## config.mk

```make
export PLATFORM = sky130hd
export DESIGN_NAME = pipelined_memory_flat
export DESIGN_NICKNAME = d
export VERILOG_FILES = /design/src/rtl/pipelined_memory_if.sv /design/src/rtl/pipelined_memory.sv /design/src/flat_wrapper.sv
export SDC_FILE = /design/constraint.sdc
export NUM_CORES = 2
export LEC_CHECK = 0
export BUFFER_PORTS_ARGS = -buffer_cell sky130_fd_sc_hd__buf_2
export CAP_MARGIN = 5
export CORE_ASPECT_RATIO = 1.75
export CORE_MARGIN = 2
export CORE_UTILIZATION = 50
export CTS_CLUSTER_DIAMETER = 120
export DETAILED_ROUTE_END_ITERATION = 10
export GPL_ROUTABILITY_DRIVEN = 0
export HOLD_SLACK_MARGIN = 0.03
export PLACE_DENSITY = 0.68
export SLEW_MARGIN = 0
export SYNTH_ARGS = -nofsm -noshare
export SYNTH_HDL_FRONTEND = slang
export SYNTH_SLANG_ARGS = --single-unit
```

## constraint.sdc

```tcl
create_clock -name clk -period 6.1 [get_ports clk]
set_clock_uncertainty 0.1 [all_clocks]
set_input_delay 0.305 -clock clk [delete_from_list [all_inputs] [get_ports clk]]
set_output_delay 0.305 -clock clk [all_outputs]
set_load 0.02 [all_outputs]
```

## src/rtl/pipelined_memory_if.sv

```systemverilog
// Request/response bus for pipelined_memory: one request channel, one response channel.
interface pipelined_memory_if #(
  parameter int unsigned DATA_W = 16,
  parameter int unsigned ADDR_W = 7
);
  logic                  req_valid;
  logic                  req_ready;
  logic                  req_we;
  logic [ADDR_W-1:0]     req_addr;
  logic [DATA_W-1:0]     req_wdata;
  logic [DATA_W/8-1:0]   req_be;
  logic                  rsp_valid;
  logic                  rsp_ready;
  logic [DATA_W-1:0]     rsp_rdata;

  // Requester side
  modport master (
    output req_valid, req_we, req_addr, req_wdata, req_be, rsp_ready,
    input  req_ready, rsp_valid, rsp_rdata
  );

  // Memory side
  modport slave (
    input  req_valid, req_we, req_addr, req_wdata, req_be, rsp_ready,
    output req_ready, rsp_valid, rsp_rdata
  );
endinterface

```

## src/rtl/pipelined_memory.sv

```systemverilog
// Single-port word memory with byte enables and a fixed-latency response path.
// At most one request is in flight: IDLE accepts, WAIT models latency, RESP holds
// the response until the consumer takes it.
module pipelined_memory #(
  parameter int unsigned DATA_W  = 16,
  parameter int unsigned ADDR_W  = 7,
  parameter int unsigned LATENCY = 1
) (
  input  logic              clk,
  input  logic              rst_n,
  pipelined_memory_if.slave bus
);

  localparam int unsigned NumBytes = DATA_W / 8;
  localparam int unsigned Depth    = 2 ** ADDR_W;
  localparam int unsigned CntW     = $clog2(LATENCY) + 1;
  localparam logic [CntW-1:0] CntLoad = CntW'(LATENCY - 1);
  localparam logic [CntW-1:0] CntOne  = CntW'(1);
  localparam logic [CntW-1:0] CntZero = '0;

  typedef enum logic [1:0] {StIdle, StWait, StResp} state_e;

  state_e              state_q, state_d;
  logic [CntW-1:0]     cnt_q, cnt_d;
  logic [DATA_W-1:0]   rsp_rdata_q;
  logic [DATA_W-1:0]   mem_q [Depth];
  logic [DATA_W-1:0]   rd_word;
  logic [DATA_W-1:0]   merged_word;
  logic                accept;

  // Acceptance is blocked while reset is asserted so the unreset array cannot be
  // written by a request presented during reset.
  assign accept = (state_q == StIdle) && bus.req_valid && rst_n;

  // Read the addressed word and overlay enabled write bytes on it.
  always_comb begin
    rd_word     = mem_q[bus.req_addr];
    merged_word = rd_word;
    for (int i = 0; i < NumBytes; i++) begin
      if (bus.req_be[i]) begin
        merged_word[8*i +: 8] = bus.req_wdata[8*i +: 8];
      end
    end
  end

  // Memory array: written only at acceptance, never reset or initialised.
  always_ff @(posedge clk) begin
    if (accept && bus.req_we) begin
      mem_q[bus.req_addr] <= merged_word;
    end
  end

  // State register.
  always_ff @(posedge clk or negedge rst_n) begin
    if (!rst_n) begin
      state_q <= StIdle;
    end else begin
      state_q <= state_d;
    end
  end

  // Next-state logic.
  always_comb begin
    state_d = state_q;
    unique case (state_q)
      StIdle: begin
        if (accept) begin
          state_d = (LATENCY == 1) ? StResp : StWait;
        end
      end
      StWait: begin
        // Leave on the edge that takes the counter from 1 to 0.
        if (cnt_q == CntOne) begin
          state_d = StResp;
        end
      end
      StResp: begin
        if (bus.rsp_ready) begin
          state_d = StIdle;
        end
      end
      default: state_d = StIdle;
    endcase
  end

  // Outputs are decoded from state alone.
  always_comb begin
    bus.req_ready = (state_q == StIdle);
    bus.rsp_valid = (state_q == StResp);
    bus.rsp_rdata = rsp_rdata_q;
  end

  // Latency down-counter next value; saturates at zero.
  always_comb begin
    cnt_d = cnt_q;
    if (accept) begin
      cnt_d = CntLoad;
    end else if ((state_q == StWait) && (cnt_q != CntZero)) begin
      cnt_d = cnt_q - CntOne;
    end
  end

  // Latency counter register.
  always_ff @(posedge clk or negedge rst_n) begin
    if (!rst_n) begin
      cnt_q <= '0;
    end else begin
      cnt_q <= cnt_d;
    end
  end

  // Response data: captured at acceptance, held until the next acceptance.
  always_ff @(posedge clk or negedge rst_n) begin
    if (!rst_n) begin
      rsp_rdata_q <= '0;
    end else if (accept) begin
      rsp_rdata_q <= bus.req_we ? merged_word : rd_word;
    end
  end

endmodule

```

## src/flat_wrapper.sv

```systemverilog
// flat-port wrapper written by rule: the top's interface ports become plain ports
module pipelined_memory_flat 
#(
  parameter int unsigned DATA_W  = 16,
  parameter int unsigned ADDR_W  = 7,
  parameter int unsigned LATENCY = 1
)
  (clk, rst_n, bus_req_valid, bus_req_we, bus_req_addr, bus_req_wdata, bus_req_be, bus_rsp_ready, bus_req_ready, bus_rsp_valid, bus_rsp_rdata);
  pipelined_memory_if #(.DATA_W(DATA_W), .ADDR_W(ADDR_W)) bus_i ();
  input  logic clk;
  input  logic rst_n;
  input wire logic [$bits(bus_i.req_valid)-1:0] bus_req_valid;
  input wire logic [$bits(bus_i.req_we)-1:0] bus_req_we;
  input wire logic [$bits(bus_i.req_addr)-1:0] bus_req_addr;
  input wire logic [$bits(bus_i.req_wdata)-1:0] bus_req_wdata;
  input wire logic [$bits(bus_i.req_be)-1:0] bus_req_be;
  input wire logic [$bits(bus_i.rsp_ready)-1:0] bus_rsp_ready;
  output wire logic [$bits(bus_i.req_ready)-1:0] bus_req_ready;
  output wire logic [$bits(bus_i.rsp_valid)-1:0] bus_rsp_valid;
  output wire logic [$bits(bus_i.rsp_rdata)-1:0] bus_rsp_rdata;
  assign bus_i.req_valid = bus_req_valid;
  assign bus_i.req_we = bus_req_we;
  assign bus_i.req_addr = bus_req_addr;
  assign bus_i.req_wdata = bus_req_wdata;
  assign bus_i.req_be = bus_req_be;
  assign bus_i.rsp_ready = bus_rsp_ready;
  assign bus_req_ready = bus_i.req_ready;
  assign bus_rsp_valid = bus_i.rsp_valid;
  assign bus_rsp_rdata = bus_i.rsp_rdata;
  pipelined_memory #(.DATA_W(DATA_W), .ADDR_W(ADDR_W), .LATENCY(LATENCY)) u_core (.clk(clk), .rst_n(rst_n), .bus(bus_i));
endmodule
```

==> flow_summary.yaml <==
status:
  outcome: "finished, violations left"
  violations: "DRC, capacitance limit, slew limit"
final_layout:
  drive_above_1_share_pct: 22.2
  final_core_util_pct: 57.1
  syn2layout_area_growth_pct: 13.4
  fin_cells: 6977
  fin_nets: 4807
power:
  p_switching_uw: 6960
  leakage_uw: 0.0293
  vdd_drop_max_mv: 0.221
  clkPwrFrac_pct: 37.6
  power_density_mw_per_mm2: 325
  p_seq_share_pct: 54.1
  switching_share_pct: 23.5
  power.total_uw: 29700
  combPwrFrac_pct: 8.4
  internal_power_uw: 22700
route:
  drt_iter0_markers: 8426
  vias: 49523
  drc: 1
  first_pass_iters: 8
  ant_nets: 0
  finalWirelength_um: 283000
  wire_per_inst_um: 40.5
  drt-vias-per-instance: 7.10
clock_tree:
  clkTransAtPathRegs_ns: 0.07
  clk_latency_ns: 0.85
  cts_tree: "yes"
  root_buffer: "clkbuf_16"
  clockBufferDepth: 4
  cts_resized: 0
  numClockSinks: 2065
  cts_buffers: 179
  htree_levels: 4
synth:
  synthTopCellsByArea: "edfxtp_1 76%, mux4_2 3.7%, mux2_2 3.3%, a221oi_1 2.9%, mux2i_1 2.0%"
  synthDominantCellAreaShare_pct: 76.3
  synth-warning-count: 0
  synth_cells: 4446
  ys_types: 74
  synth.largest_area_cell: "edfxtp_1"
  synth-edff-count: 2048
  synth.most_common_cell: "edfxtp_1"
  ys_top_cells_by_count: "2048 x edfxtp_1, 271 x a221oi_1, 252 x nor2_1"
  synth_nets: 4476
  synth-seq-cells: 2065
  synthFlopType: "edfxtp_1"
  synth_area_mm2: 0.0806
  async_reset_ff_share_pct: 0.823
  avgSynthCellArea_um2: 18.1
  yosysSeqAreaShare_pct: 76.9
hold_path:
  hold_path_class: "in2reg"
  worstHoldStart: "bus_req_valid"
  min_to: "u_core.bus.rsp_rdata[15]"
  hold_depth: 5
timing:
  fmax_mhz: 195
  worstMarginPinSlew_ns: 1.51
  period_needed_ns: 5.12
  drv_slew: 2
  finalSetupTns_ns: 0
  fin_crit_sh_pct: 84.0
  rsz0062_at_grt: "false"
  slew_headroom_pct: -0.882
  hold_viol: 0
  finalSetupViolCount: 0
  finalWorstSetupSlack_ns: 0.976
floorplanning:
  ios: 48
  start_util_pct: 50.4
  die_area_mm2: 0.165
  die_w_um: 307
  die_y_um: 535
  core_mm2: 0.160
  std_cell_rows: 194
global_route:
  grt_pass1_vias: 47103
  antenna_found_initial: 28
  grt_pass1_wl_um: 385000
  overflow: 0
  grt_usage_pct: 34.2
  grt_max_degree: 107
setup_path:
  r2r_end: "u_core.mem_q[10][7]"
  r2r_start: "u_core.mem_q[14][7]"
  reg2reg_depth: 8
  endpoint_kind: "flop"
  start_kind: "primary input"
  crit_required_ns: 6.59
  worstSetupPathType: "in2reg"
  r2r_slack_ns: 1.17
  cp.arrival_ns: 5.61
  path_max_fanout: 96
flow_run:
  cap_viol_max_count: 1
place:
  dp_hpwl_um: 174000
  post-place-ws_ns: 0.715
  dp.cells: 6617
  placement.io_buffers: 47
cells in the final DEF, fill, tap and decap left out, drive strengths merged, types with 48 or more instances in the layout:
cell type	Yosys	final
a21oi	126	126
a221oi	271	271
a22oi	139	139
buf	207	432
clkbuf	106	217
clkinv	1	74
edfxtp	2048	2048
mux2	266	266
mux2i	164	164
mux4	131	131
nand2	160	160
nor2	252	252
o21ai	131	131
o22ai	48	48
how the worst max path moves through the flow:
| stage | startpoint | to | slack (ns) | cells past startpoint |
|---|---|---|---|---|
| 6_report | bus_req_addr[5] | u_core.mem_q[38][11] | 0.98 | 8 |
| 5_1_grt | bus_req_addr[1] | u_core.mem_q[11][7] | 1.14 | 11 |
| 4_1_cts | bus_req_addr[1] | u_core.mem_q[92][15] | 1.57 | 11 |
| 3_5_place_dp | bus_req_addr[1] | u_core.mem_q[71][15] | 0.71 | 11 |
| 3_3_place_gp | bus_req_addr[2] | u_core.mem_q[71][15] | 0.82 | 11 |
| 2_1_floorplan | bus_req_addr[0] | u_core.mem_q[0][8] | 0.91 | 9 |
worst max-delay path: stages:
cell and delay (ns):
buf_2 0.34, nor2_1 1.05, nand2_1 0.54, buf_4 0.34, nor2_1 0.91, or4_1 0.43, mux2_4 1.08, buf_4 0.50
cells by family after synthesis:
logic type	synth area share, %
AO/OA/AOI/OAI	8.73
multiplexers	9.42
flip-flops	76.9
AND/OR/NAND/NOR	2.94
buffers and inverters	2.05
per-layer routing:
layer	global-route usage, %	vias up	routed length (µm)
met5	0	-	179
met1	39.8	25036	87600
li1	-	18991	-
met4	27.7	26	28700
met2	52.3	4348	129000
met3	10.6	1122	37200
metrics by stage:
step | hold WS (ns) | instance area, µm²
final | 0.0515 | 91400
after global routing | 0.122 | 91400
after CTS | 0.0383 | 91300
after detailed placement | 0.222 | 85400
after global placement | 0.214 | 85400
after floorplan | -0.0906 | 80600
final cells by class:
class | count | area (µm²)
multi-input combinational | 2057 | 17300
clock buffer | 216 | 4730
timing repair buffer | 463 | 4020
antenna | 14 | 35.0
tap | 2058 | 2570
clock inverter | 93 | 798
inverter | 11 | 50.0
sequential | 2065 | 61900
fill | 11707 | 68600
flip-flops by register name (all words and copies together), names as in the netlist:
register              cells
u_core.bus.rsp_rdata     16
u_core.mem_q           2048
u_core.state_q            1
timing repair:
item,in CTS,in global routing
endpoints found under the hold margin,42,0
buffers inserted,0,0
hold buffers,30,0
power groups by stage:
stage	sequential (µW)	combinational (µW)	clock [µW]
after floorplan	16400	1080	0
after global placement	16400	2280	0
after detailed placement	16400	2320	0
after CTS	16000	2350	11200
after global routing	16000	2490	11700
final	16100	2480	11200
No activity file was read; power rests on OpenSTA's default activity.
